`src/rtl/wb_initiator_if.sv`:
```
// Command, response and Wishbone master signal bundle
// for the single-outstanding Wishbone initiator.
interface wb_initiator_if;
  logic        cmd_valid;
  logic        cmd_ready;
  logic        cmd_we;
  logic [31:0] cmd_adr;
  logic [31:0] cmd_dat;
  logic [3:0]  cmd_sel;

  logic        rsp_valid;
  logic        rsp_ready;
  logic [31:0] rsp_dat;
  logic        rsp_err;

  logic        wbm_cyc_o;
  logic        wbm_stb_o;
  logic        wbm_we_o;
  logic [3:0]  wbm_sel_o;
  logic [31:0] wbm_adr_o;
  logic [31:0] wbm_dat_o;
  logic [31:0] wbm_dat_i;
  logic        wbm_ack_i;

  modport master (
    input  cmd_valid, cmd_we, cmd_adr,
    input  cmd_dat, cmd_sel, rsp_ready,
    input  wbm_dat_i, wbm_ack_i,
    output cmd_ready, rsp_valid,
    output rsp_dat, rsp_err,
    output wbm_cyc_o, wbm_stb_o, wbm_we_o,
    output wbm_sel_o, wbm_adr_o, wbm_dat_o
  );

  modport slave (
    output cmd_valid, cmd_we, cmd_adr,
    output cmd_dat, cmd_sel, rsp_ready,
    output wbm_dat_i, wbm_ack_i,
    input  cmd_ready, rsp_valid,
    input  rsp_dat, rsp_err,
    input  wbm_cyc_o, wbm_stb_o, wbm_we_o,
    input  wbm_sel_o, wbm_adr_o, wbm_dat_o
  );
endinterface

```
`src/rtl/wb_initiator.sv`:
```
// Wishbone initiator: one transaction in flight,
// bus timeout, response hold and txn/err counters.
module wb_initiator #(
  parameter int TIMEOUT = 16
) (
  input  logic          wb_clk_i,
  input  logic          wb_rst_i,
  wb_initiator_if.master bus,
  output logic [15:0]   txn_count,
  output logic [7:0]    err_count
);

  typedef enum logic [1:0] {
    IDLE,
    BUS,
    RSP
  } state_t;

  localparam logic [7:0] TMO_LAST = 8'(TIMEOUT - 1);

  state_t      state_q, state_d;
  logic        rdy_q, rdy_d;
  logic        cyc_q, cyc_d;
  logic        we_q, we_d;
  logic [3:0]  sel_q, sel_d;
  logic [31:0] adr_q, adr_d;
  logic [31:0] dat_q, dat_d;
  logic        rv_q, rv_d;
  logic [31:0] rdat_q, rdat_d;
  logic        rerr_q, rerr_d;
  logic [15:0] txn_q, txn_d;
  logic [7:0]  err_q, err_d;
  logic [7:0]  tmo_q, tmo_d;

  always_comb begin
    state_d = state_q;
    cyc_d   = cyc_q;
    we_d    = we_q;
    sel_d   = sel_q;
    adr_d   = adr_q;
    dat_d   = dat_q;
    rv_d    = rv_q;
    rdat_d  = rdat_q;
    rerr_d  = rerr_q;
    txn_d   = txn_q;
    err_d   = err_q;
    tmo_d   = tmo_q;
    unique case (state_q)
      IDLE: begin
        if (bus.cmd_valid && rdy_q) begin
          we_d    = bus.cmd_we;
          sel_d   = bus.cmd_sel;
          adr_d   = bus.cmd_adr;
          dat_d   = bus.cmd_dat;
          cyc_d   = 1'b1;
          tmo_d   = 8'd0;
          state_d = BUS;
        end
      end
      BUS: begin
        // ack beats a timeout landing on the same cycle
        if (bus.wbm_ack_i) begin
          rdat_d  = we_q ? 32'd0 : bus.wbm_dat_i;
          rerr_d  = 1'b0;
          cyc_d   = 1'b0;
          rv_d    = 1'b1;
          txn_d   = txn_q + 16'd1;
          state_d = RSP;
        end else if (tmo_q == TMO_LAST) begin
          rdat_d  = 32'd0;
          rerr_d  = 1'b1;
          cyc_d   = 1'b0;
          rv_d    = 1'b1;
          txn_d   = txn_q + 16'd1;
          if (err_q != 8'hFF)
            err_d = err_q + 8'd1;
          state_d = RSP;
        end else begin
          tmo_d = tmo_q + 8'd1;
        end
      end
      RSP: begin
        if (bus.rsp_ready) begin
          rv_d    = 1'b0;
          state_d = IDLE;
        end
      end
      default: state_d = IDLE;
    endcase
    rdy_d = (state_d == IDLE);
  end

  always_ff @(posedge wb_clk_i) begin
    if (wb_rst_i) begin
      state_q <= IDLE;
      rdy_q   <= 1'b0;
      cyc_q   <= 1'b0;
      we_q    <= 1'b0;
      sel_q   <= 4'd0;
      adr_q   <= 32'd0;
      dat_q   <= 32'd0;
      rv_q    <= 1'b0;
      rdat_q  <= 32'd0;
      rerr_q  <= 1'b0;
      txn_q   <= 16'd0;
      err_q   <= 8'd0;
      tmo_q   <= 8'd0;
    end else begin
      state_q <= state_d;
      rdy_q   <= rdy_d;
      cyc_q   <= cyc_d;
      we_q    <= we_d;
      sel_q   <= sel_d;
      adr_q   <= adr_d;
      dat_q   <= dat_d;
      rv_q    <= rv_d;
      rdat_q  <= rdat_d;
      rerr_q  <= rerr_d;
      txn_q   <= txn_d;
      err_q   <= err_d;
      tmo_q   <= tmo_d;
    end
  end

  assign bus.cmd_ready = rdy_q;
  assign bus.rsp_valid = rv_q;
  assign bus.rsp_dat   = rdat_q;
  assign bus.rsp_err   = rerr_q;
  assign bus.wbm_cyc_o = cyc_q;
  assign bus.wbm_stb_o = cyc_q;
  assign bus.wbm_we_o  = we_q;
  assign bus.wbm_sel_o = sel_q;
  assign bus.wbm_adr_o = adr_q;
  assign bus.wbm_dat_o = dat_q;
  assign txn_count     = txn_q;
  assign err_count     = err_q;

endmodule

```
`src/flat_wrapper.sv`:
```
// flat-port wrapper written by rule: the top's interface ports become plain ports
module wb_initiator_flat 
#(
  parameter int TIMEOUT = 16
)
  (wb_clk_i, wb_rst_i, txn_count, err_count, bus_cmd_valid, bus_cmd_we, bus_cmd_adr, bus_cmd_dat, bus_cmd_sel, bus_rsp_ready, bus_wbm_dat_i, bus_wbm_ack_i, bus_cmd_ready, bus_rsp_valid, bus_rsp_dat, bus_rsp_err, bus_wbm_cyc_o, bus_wbm_stb_o, bus_wbm_we_o, bus_wbm_sel_o, bus_wbm_adr_o, bus_wbm_dat_o);
  wb_initiator_if bus_i ();
  input  logic wb_clk_i;
  input  logic wb_rst_i;
  output logic [15:0] txn_count;
  output logic [7:0] err_count;
  input wire logic [$bits(bus_i.cmd_valid)-1:0] bus_cmd_valid;
  input wire logic [$bits(bus_i.cmd_we)-1:0] bus_cmd_we;
  input wire logic [$bits(bus_i.cmd_adr)-1:0] bus_cmd_adr;
  input wire logic [$bits(bus_i.cmd_dat)-1:0] bus_cmd_dat;
  input wire logic [$bits(bus_i.cmd_sel)-1:0] bus_cmd_sel;
  input wire logic [$bits(bus_i.rsp_ready)-1:0] bus_rsp_ready;
  input wire logic [$bits(bus_i.wbm_dat_i)-1:0] bus_wbm_dat_i;
  input wire logic [$bits(bus_i.wbm_ack_i)-1:0] bus_wbm_ack_i;
  output wire logic [$bits(bus_i.cmd_ready)-1:0] bus_cmd_ready;
  output wire logic [$bits(bus_i.rsp_valid)-1:0] bus_rsp_valid;
  output wire logic [$bits(bus_i.rsp_dat)-1:0] bus_rsp_dat;
  output wire logic [$bits(bus_i.rsp_err)-1:0] bus_rsp_err;
  output wire logic [$bits(bus_i.wbm_cyc_o)-1:0] bus_wbm_cyc_o;
  output wire logic [$bits(bus_i.wbm_stb_o)-1:0] bus_wbm_stb_o;
  output wire logic [$bits(bus_i.wbm_we_o)-1:0] bus_wbm_we_o;
  output wire logic [$bits(bus_i.wbm_sel_o)-1:0] bus_wbm_sel_o;
  output wire logic [$bits(bus_i.wbm_adr_o)-1:0] bus_wbm_adr_o;
  output wire logic [$bits(bus_i.wbm_dat_o)-1:0] bus_wbm_dat_o;
  assign bus_i.cmd_valid = bus_cmd_valid;
  assign bus_i.cmd_we = bus_cmd_we;
  assign bus_i.cmd_adr = bus_cmd_adr;
  assign bus_i.cmd_dat = bus_cmd_dat;
  assign bus_i.cmd_sel = bus_cmd_sel;
  assign bus_i.rsp_ready = bus_rsp_ready;
  assign bus_i.wbm_dat_i = bus_wbm_dat_i;
  assign bus_i.wbm_ack_i = bus_wbm_ack_i;
  assign bus_cmd_ready = bus_i.cmd_ready;
  assign bus_rsp_valid = bus_i.rsp_valid;
  assign bus_rsp_dat = bus_i.rsp_dat;
  assign bus_rsp_err = bus_i.rsp_err;
  assign bus_wbm_cyc_o = bus_i.wbm_cyc_o;
  assign bus_wbm_stb_o = bus_i.wbm_stb_o;
  assign bus_wbm_we_o = bus_i.wbm_we_o;
  assign bus_wbm_sel_o = bus_i.wbm_sel_o;
  assign bus_wbm_adr_o = bus_i.wbm_adr_o;
  assign bus_wbm_dat_o = bus_i.wbm_dat_o;
  wb_initiator #(.TIMEOUT(TIMEOUT)) u_core (.wb_clk_i(wb_clk_i), .wb_rst_i(wb_rst_i), .bus(bus_i), .txn_count(txn_count), .err_count(err_count));
endmodule
```
`config.mk`:
```
export PLATFORM = sky130hd
export DESIGN_NAME = wb_initiator_flat
export DESIGN_NICKNAME = d
export VERILOG_FILES = /design/src/rtl/wb_initiator_if.sv /design/src/rtl/wb_initiator.sv /design/src/flat_wrapper.sv
export SDC_FILE = /design/constraint.sdc
export NUM_CORES = 1
export LEC_CHECK = 0
export ABC_AREA = 1
export CAP_MARGIN = 40
export CORE_MARGIN = 2
export CORE_UTILIZATION = 43
export DETAILED_ROUTE_END_ITERATION = 10
export GPL_TIMING_DRIVEN = 0
export HOLD_SLACK_MARGIN = 0.12
export PLACE_DENSITY_LB_ADDON = 0.2
export SYNTH_ARGS = -nofsm -noshare
export SYNTH_HDL_FRONTEND = slang
export SYNTH_SLANG_ARGS = --single-unit
```
`constraint.sdc`:
```
create_clock -name wb_clk_i -period 1.9 [get_ports wb_clk_i]
set_input_delay 0.285 -clock wb_clk_i [delete_from_list [all_inputs] [get_ports wb_clk_i]]
set_output_delay 0.285 -clock wb_clk_i [all_outputs]
set_load 0.02 [all_outputs]
```
# [Yosys cells after proc, flatten, opt, wreduce, memory -nomap -nowiden]
# Index checks and enable logic that the tools add are counted.
[classes] n_addsub=3 eq_ne=9 mux=23 n_bitwise=1 reduce_logical=12
[op_table] cell="32-bit 2-to-1 mux" n=3
[op_table] cell="16-bit 2-to-1 mux" n=2
[op_table] cell="8-bit 2-to-1 mux" n=3
[op_table] cell="16-bit by 1-bit adder with 16-bit output (second input constant)" n=1
[op_table] cell="8-bit by 1-bit adder with 8-bit output (second input constant)" n=2
[op_table] cell="8-bit one-hot mux with 2 select lines" n=1
[op_table] cell="8-bit by 4-bit == test with 1-bit output (second input constant)" n=1
[op_table] cell="2-bit 2-to-1 mux" n=4
[op_table] cell="8-bit != test (second input constant)" n=1
[op_table] cell="4-bit AND reduction" n=2
[op_table] cell="1-bit 2-to-1 mux" n=7
[op_table] cell="2-bit != test (second input constant)" n=3
[op_table] cell="2-bit one-hot mux with 3 select lines" n=1
[op_table] cell="3-bit AND reduction" n=2
[op_table] cell="2-bit nonzero test" n=3
[op_table] cell="2-bit zero test" n=2
[op_table] cell="1-bit one-hot mux with 2 select lines" n=2
[op_table] cell="2-bit AND reduction" n=2
[op_table] cell="3-bit by 2-bit != test with 1-bit output (second input constant)" n=1
[op_table] cell="2-bit by 1-bit == test with 1-bit output (second input constant)" n=1
[op_table] cell="2-bit == test (second input constant)" n=1
[op_table] cell="2-bit by 1-bit != test with 1-bit output (second input constant)" n=1
[op_table] cell="1-bit logical AND" n=1
[op_table] cell="1-bit inverter" n=1
[totals] ff_bits=139

# [Longest topological paths before layout]
[depth] depth_word=5 mapped_depth=10 mapped_depth_nobuf=9

# [Least setup slack after synthesis]
# Ideal clock, no wire load.
[synth_timing] path_type="reg-to-reg" startpoint="register u_core.txn_q[0], in the netlist u_core.txn_count[0]" endpoint="register u_core.txn_q[10], in the netlist u_core.txn_count[10]" arrival_ns=1.418 t_required_ns=1.787 setup_slack_ns=0.370 path_stages_with_launch=9 period_less_slack_ns=1.530 path_cell_list="dfxtp_1 ha_1 nand2_1 nor2_1 nand2_1 nor2_1 nand2_1 nor2_1 nor2_1"
[synth_between] elab_chain_cells=3
[synth_lines] item="from (decl)" line="wb_initiator.sv:31" rtl="logic [15:0] txn_q, txn_d;"
[synth_lines] item="from (signal assigned)" line="wb_initiator.sv:119" rtl="txn_q <= txn_d;"
[synth_lines] item="16-bit by 1-bit adder with 16-bit output (*)" line="wb_initiator.sv:67, wb_initiator.sv:74"
[synth_lines] item="16-bit 2-to-1 mux" line="wb_initiator.sv:69" rtl="end else if (tmo_q == TMO_LAST) begin"
[synth_lines] item="16-bit 2-to-1 mux (*)" line="wb_initiator.sv:62" rtl="if (bus.wbm_ack_i) begin"
# Mark *: on every way between the ends. The rest lies on a longest branch, timed or not. The select of a mux whose other input is x is not followed.
# A chain may end at the register's enable or synchronous reset.

# [Worst setup path after layout]
[layout_timing] startpoint="register u_core.txn_q[12], in the netlist u_core.txn_count[12]" endpoint="output txn_count[12]"
[layout_lines] item="to (decl)" line="flat_wrapper.sv:10" rtl="output logic [15:0] txn_count;"
# No word-level cell between the ends.

==> metrics.md <==
| Metric | Value |
|---|---|
| Endpoint required time on the critical path | `1620 ps` |
| Number of buffers inserted by hold repair at cts | `0` |
| Final Skew | `8.76 ps` |
| Cell with the largest stage delay on the worst path | `sky130_fd_sc_hd__clkdlybuf4s50_1` |
| DRT Pass-1 Iters | `4` |
| Synthesized area | `between 0.005 and 0.006 sq mm` |
| Reg-to-reg slack, setup | `200 ps` |
| Post-placement worst setup slack | `-70.8 ps` |
| Switching share of total power | `24.5%` |
| Post-synth top area cell | `sky130_fd_sc_hd__dfxtp_1` |
| Layout area overhead | `55.9%` |
| Type of the setup path with the least slack | `reg2out` |
| Horizontal extent of the die | `between 100 and 150 um` |
| Vias in the first global route | `5317` |
| Number of cells traversed by the worst hold path | `3` |
| Drc violations | `0` |
| Share of total power in the clock network | `43.0%` |
| Antenna violations before repair | `0` |
| Clock-pin slew on the worst setup and hold paths | `60 ps` |
| Routability Congestion | `around 0.86` |
| # Max-Cap Violations | `0` |
| Sequential area share after synthesis | `between 40% and 50%` |
| Starting DRC count in detailed routing | `between 300 and 400` |
| Count of final max-slew check failures | `0` |
| Arrival @ worst endpoint | `1550 ps` |
| Total power after layout | `7.58 mW` |
| Distinct cell type count of the synthesized netlist | `30` |
| Fraction of the cycle the final worst path needs | `between 90% and 100%` |
| Post-synth ARST share | `0%` |
| CP endpoint kind | `primary output` |
| Total detailed-routing wirelength | `15900 um` |
| Routed Antenna Nets | `0` |
| Placed instance area | `0.00817 sq mm` |
| Final setup violation count | `0` |
| Number of cells on the worst reg-to-reg path | `9` |
| Actual slew at the worst max-slew pin | `682 ps` |
| Outcome | `finished, final reports clean` |
| Maximum ir drop on the vdd rail | `601 uV` |
| Final setup slack of the worst path | `64.3 ps` |
| Count of placed standard cells including taps | `between 1000 and 1500` |
| Total congestion overflow after global routing | `0` |
| Total vias in the final route | `5621` |
| TritonCTS clock tree | `done` |
| Min-Delay Startpoint | `bus_wbm_dat_i[27]` |
| Diodes inserted | `0` |
| Net load switching power | `1.86 mW` |
| Tightest Hold Check Type | `in2reg` |
| Number of filler instances in the final layout | `~1100` |
| Sequential share of power | `about two fifths` |
| Setup repair after global routing missed its margin | `false` |
| CP startpoint kind | `register` |
| IO Pins | `236` |
| Core Box Area | `0.0127 sq mm` |
| Non-filler instance count after layout | `1192` |
| Most used standard cells in the synthesized netlist | `186 x sky130_fd_sc_hd__nor2_1, 151 x sky130_fd_sc_hd__nand2_1, 139 x sky130_fd_sc_hd__dfxtp_1` |
| Cell Chain, Critical Path | `clkdlybuf4s50_1` |
| Clock root buffer master | `sky130_fd_sc_hd__clkbuf_16` |
| Die boundary height | `118 um` |
| Shortest period the worst path allows | `1840 ps` |
| Number of warnings issued by yosys | `0` |
| Total Routing Usage GR | `23.0%` |
| Fin Hold WS | `423 ps` |
| Comb power frac | `15.4%` |
| Wire length of the first global-routing pass | `25800 um` |
| Post-synth EDFFs | `0` |
| CTS max path bufs | `2` |
| Syn Inst Count | `756` |
| Maximum frequency from static timing analysis | `0.545 GHz` |
| Power Internal | `5.72 mW` |
| Post-synthesis net count | `~870` |
| Worst max-slew margin expressed relative to the limit | `54.5%` |
| Endpoints failing hold | `0` |
| Number of clock sinks | `around 140` |
| Standard-cell rows | `41` |
| TNS Setup | `0 ps` |
| Crit Reg-Reg Endpoint | `u_core.bus.rsp_dat[2]` |
| Estimated wirelength of the detail-placed design | `~12000 um` |
| Crit path max-delay family | `buffers and inverters` |
| Yosys reg bits | `139` |
| Ratio of cells with drive above 1 in the final layout | `7.55%` |
| Max Fanout on Critical Path | `6` |
| Syn avg cell area | `7.42 sq um` |
| Combined buffer and inverter count along the critical path | `1` |
| Initial Util | `44.3%` |
| Largest incremental delay on the critical path | `660 ps` |
| Total Nets Final | `between 1000 and 1500` |
| Launch point of the worst reg-to-reg path | `u_core.tmo_q[0]` |
| Power per cell area | `868 mW/mm^2` |
| Fraction of synthesized cell area taken by the top area cell type | `49.6%` |
| Maximum level of the CTS H-tree | `4` |
| Top flip-flop cell by instance count after synthesis | `sky130_fd_sc_hd__dfxtp_1` |
| LEAKAGE | `3.26 nW` |
| Vias per cell | `approximately 4.7` |
| Die area | `0.0140 sq mm` |
| Most numerous cell in the Yosys netlist | `sky130_fd_sc_hd__nor2_1` |
| Post-route standard cell area excluding fillers | `between 0.008 and 0.009 sq mm` |
| Number of post-CTS setup repair buffers | `0` |
| Insertion delay to the later sink of the worst-skew pair | `420 ps` |
| Maximum number of pins on one net before global-route repair | `17` |
| Top cells by area in the synthesized netlist | `sky130_fd_sc_hd__dfxtp_1 50%, sky130_fd_sc_hd__nor2_1 12%, sky130_fd_sc_hd__nand2_1 10%` |
| IO Port Bufs | `234` |
| Util after Layout | `between 60% and 70%` |
| Endpoint of the worst hold-timing path | `u_core.bus.rsp_dat[27]` |
| TritonCTS buffer count | `17` |
| Routed wirelength normalized by instance count | `13.3 um` |
## what timing repair did
action | CTS | global route
setup endpoints to repair | 0 | 2
gates resized for setup | 0 | 1
hold endpoints to repair | 0 | 0
## worst max-delay path by stage
stage	start	endpoint	slack [ps]	cells past startpoint
after floorplan	u_core.txn_count[0]	u_core.txn_count[10]	370	8
after global placement	bus_cmd_valid	u_core.bus.wbm_dat_o[26]	-30	7
after detailed placement	bus_cmd_valid	u_core.bus.wbm_dat_o[21]	-70	7
after CTS	u_core.bus.wbm_we_o	bus_wbm_we_o	50	1
after global routing	u_core.txn_count[12]	txn_count[12]	30	1
final	u_core.txn_count[12]	txn_count[12]	60	1
## layer usage
metal  track usage [%]  share of wire, %  vias up
li1                  -                 -     2930
met5                 0                 0        -
met4              7.45               1.8        0
met3              7.87               7.1       23
met2              39.7                49      146
met1              26.6                42     2522
## cell usage in the layout (no fill, tap or decap), types with 3 or more instances in the layout
cell type,n
sky130_fd_sc_hd__a21oi_1,51
sky130_fd_sc_hd__a21oi_2,8
sky130_fd_sc_hd__buf_2,12
sky130_fd_sc_hd__buf_4,5
sky130_fd_sc_hd__bufinv_16,3
sky130_fd_sc_hd__clkbuf_1,23
sky130_fd_sc_hd__clkbuf_16,17
sky130_fd_sc_hd__clkdlybuf4s50_1,234
sky130_fd_sc_hd__clkinv_2,5
sky130_fd_sc_hd__dfxtp_1,139
sky130_fd_sc_hd__inv_1,32
sky130_fd_sc_hd__inv_2,4
sky130_fd_sc_hd__nand2_1,151
sky130_fd_sc_hd__nand2_2,6
sky130_fd_sc_hd__nand3_1,23
sky130_fd_sc_hd__nand4_1,9
sky130_fd_sc_hd__nor2_1,186
sky130_fd_sc_hd__nor2_4,3
sky130_fd_sc_hd__o21ai_0,79
sky130_fd_sc_hd__xnor2_1,6
sky130_fd_sc_hd__xor2_1,3
## registers in the layout, summed over array words and instances (netlist names)
register / count
u_core.bus.rsp_dat: 32
u_core.state_q: 2
u_core.bus.rsp_valid: 1
u_core.err_count: 8
u_core.tmo_q: 8
u_core.bus.wbm_dat_o: 32
u_core.bus.cmd_ready: 1
u_core.bus.wbm_cyc_o: 1
u_core.bus.wbm_we_o: 1
u_core.bus.wbm_adr_o: 32
u_core.bus.rsp_err: 1
u_core.bus.wbm_sel_o: 4
u_core.txn_count: 16
## worst register-to-register path: cells and delay by family (launching register included)
kind | cells | cell delay (ps)
AOI/OAI and AO/OA | 1 | 150
DFF | 1 | 400
adders and majority gates | 1 | 250
buffers and inverters | 2 | 260
and+or+nand+nor | 5 | 520
## layout make-up
type	count	area, sq um	area share, %
sequential	139	2780	31.8
clock buffer	21	450	5.15
inverter	37	139	1.59
buffer	39	199	2.28
clock inverter	9	123	1.40
tap	172	215	2.46
timing repair buffer	234	2340	26.8
multi-input combinational	541	2490	28.5
## cells by family after synthesis
family | share of synthesized area [%]
DFF | 49.6
xor gates and xnor gates | 1.41
adders and majority gates | 0.669
buffers and inverters | 6.02
and+or+nand+nor | 29.1
AOI/OAI and AO/OA | 13.2
## power groups by stage
stage	logic, mW	clock network (mW)	registers (mW)
after floorplan	0.364	0	3.40
after global placement	1.17	0	3.21
after detailed placement	1.18	0	3.22
after CTS	1.18	3.30	3.16
after global routing	1.28	3.44	3.17
final	1.17	3.26	3.16
Note: power is estimated with default switching activity, not from simulation.
==> RTL change, RTL diff (config.mk and constraints unchanged) <==
Encoding of `state_t`: now one-hot (3 bits for 3 states).
--- a/src/rtl/wb_initiator.sv
+++ b/src/rtl/wb_initiator.sv
@@ -12,6 +12,6 @@
 
-  typedef enum logic [1:0] {
-    IDLE,
-    BUS,
-    RSP
+  typedef enum logic [2:0] {
+    IDLE = 3'b001,
+    BUS  = 3'b010,
+    RSP  = 3'b100
   } state_t;
Check against the original RTL: same outputs for any inputs over 4 cycles, from zero or initial values and one cycle with wb_rst_i high; so few cycles prove little.
==> RTL change against the unedited design <==
Utilization is 0.14 points lower; critical path depth unchanged; die area increased by 3.4%; sequential cell count up 1; routed wire length increased by 7.3%; final area grew 3.9%; setup slack improved by 0.0097 ns; area after synthesis rose by 3.5%.
Power is not compared: it rests on default switching activity, and its combinational part moved more than twofold at a synthesized area within 25%.
==> RTL change: results (changes against the unedited design) <==
drt first pass iters 7 (+3); register area share after synthesis 48.3% (-1.3 points); Setup Fix Bufs, Post-CTS 0 (unchanged); CTS Buf Count 17 (unchanged); vias per cell 4.95 (+5.0%); layout cells sized above 1 7.07% (-0.47 points); Worst path slowest cell clkdlybuf4s50_1; H-tree depth 4 (unchanged); Reg2Reg Setup Slack 0.19 ns; GRT Resource Usage Total 23.4% (+0.42 points); final WL 17,000 um (+7.3%); most instantiated cells after synthesis nand2_1 (201), dfxtp_1 (140), a21oi_1 (131), nand3_1 (99), nor2_1 (61); syn_nets 889 (+2.8%); count of different cell masters after synthesis 26 (-13%); HPWL Detailed 12,000 um (+1.9%); largest net degree at the start of global routing 17 (unchanged); Warnings, synthesis 0 (unchanged); dpl cell area 8370 um^2 (+2.5%); Clock Sinks 140 (+0.72%); Worst-Skew Late Latency 0.42 ns (about the same); top post-synthesis cells by area dfxtp_1 (48%), nand2_1 (13%), a21oi_1 (11%); gp weighted congestion 0.840 (-2.3%); Slew headroom 49.3% (-5.2 points); PortBufs 234 (unchanged); initial antenna violation count 0 (unchanged); Final #Nets 1,142 (+2.1%); max incr delay on CP 0.67 ns; initial DRC count 345 (+5.2%); CTS root buffer clkbuf_16; HP Class in2reg; Switch Pwr 4.29 mW; # resized after CTS 0 (unchanged); main flop type after synthesis dfxtp_1; clk_skew 0.0183 ns (+0.00956 ns); vias in the first global route 5,475 (+3.0%); minimum hold slack 0.438 ns (+0.0153 ns); status completed; global-route wire length before repair 27,200 um (+5.4%); Max Buffers Root-to-Sink 2 (unchanged); CP max FO 6 (unchanged); Max IR drop VDD 872 uV
## RTL change: worst paths after layout
kind                            end  depth (start not counted)                   start
max reg2reg         u_core.tmo_q[3]                          7         u_core.tmo_q[0]
max                    txn_count[5]                          1     u_core.txn_count[5]
min             u_core.txn_count[0]                          4                wb_rst_i
min reg2reg  u_core.bus.rsp_dat[26]                          2  u_core.bus.rsp_dat[26]
## RTL change: area by class of cell
type	count	area (um^2)
inverters	34	128
clock inverters	13	268
well taps	176	220
repair buffers	234	2340
multi-input cells	556	2610
plain buffers	50	269
fillers	1151	4110
clock buffers	19	443
flip-flops and latches	140	2800
## RTL change: metal layers
layer	track usage (%)	routed length [um]
met1	32.0	7890
met2	35.7	7700
met3	7.92	1280
met4	5.74	160
met5	0	0
## RTL change: kinds of logic after synthesis
kind of cell               share of synthesized area [%]
buffers and inverters                               6.83
DFF                                                 48.3
and+or+nand+nor                                     28.6
adders and majority gates                          0.647
xor gates and xnor gates                            1.51
AOI/OAI and AO/OA                                   14.1
## RTL change: power by group through the flow
| stage | Sequential (mW) | Clock [mW] | Combinational (mW) |
|---|---|---|---|
| global placement | 3.89 | 0 | 4.64 |
| finish | 3.86 | 4.00 | 4.66 |
| CTS | 3.86 | 4.04 | 4.70 |
| detailed placement | 3.91 | 0 | 4.67 |
| global route | 3.93 | 4.20 | 5.10 |
| floorplan | 4.59 | 0 | 1.99 |
## RTL change: through the flow
stage | cells | total power, mW | util, % | setup slack (ns)
2_1_floorplan | 780 | 6.58 | - | 0.436
3_3_place_gp | 1190 | 8.53 | 63.4 | -0.130
3_5_place_dp | 1190 | 8.58 | 63.4 | -0.126
4_1_cts | 1222 | 12.6 | 68.8 | 0.0310
5_1_grt | 1222 | 13.2 | 68.8 | 0.0171
6_report | 1222 | 12.5 | 68.8 | 0.0740
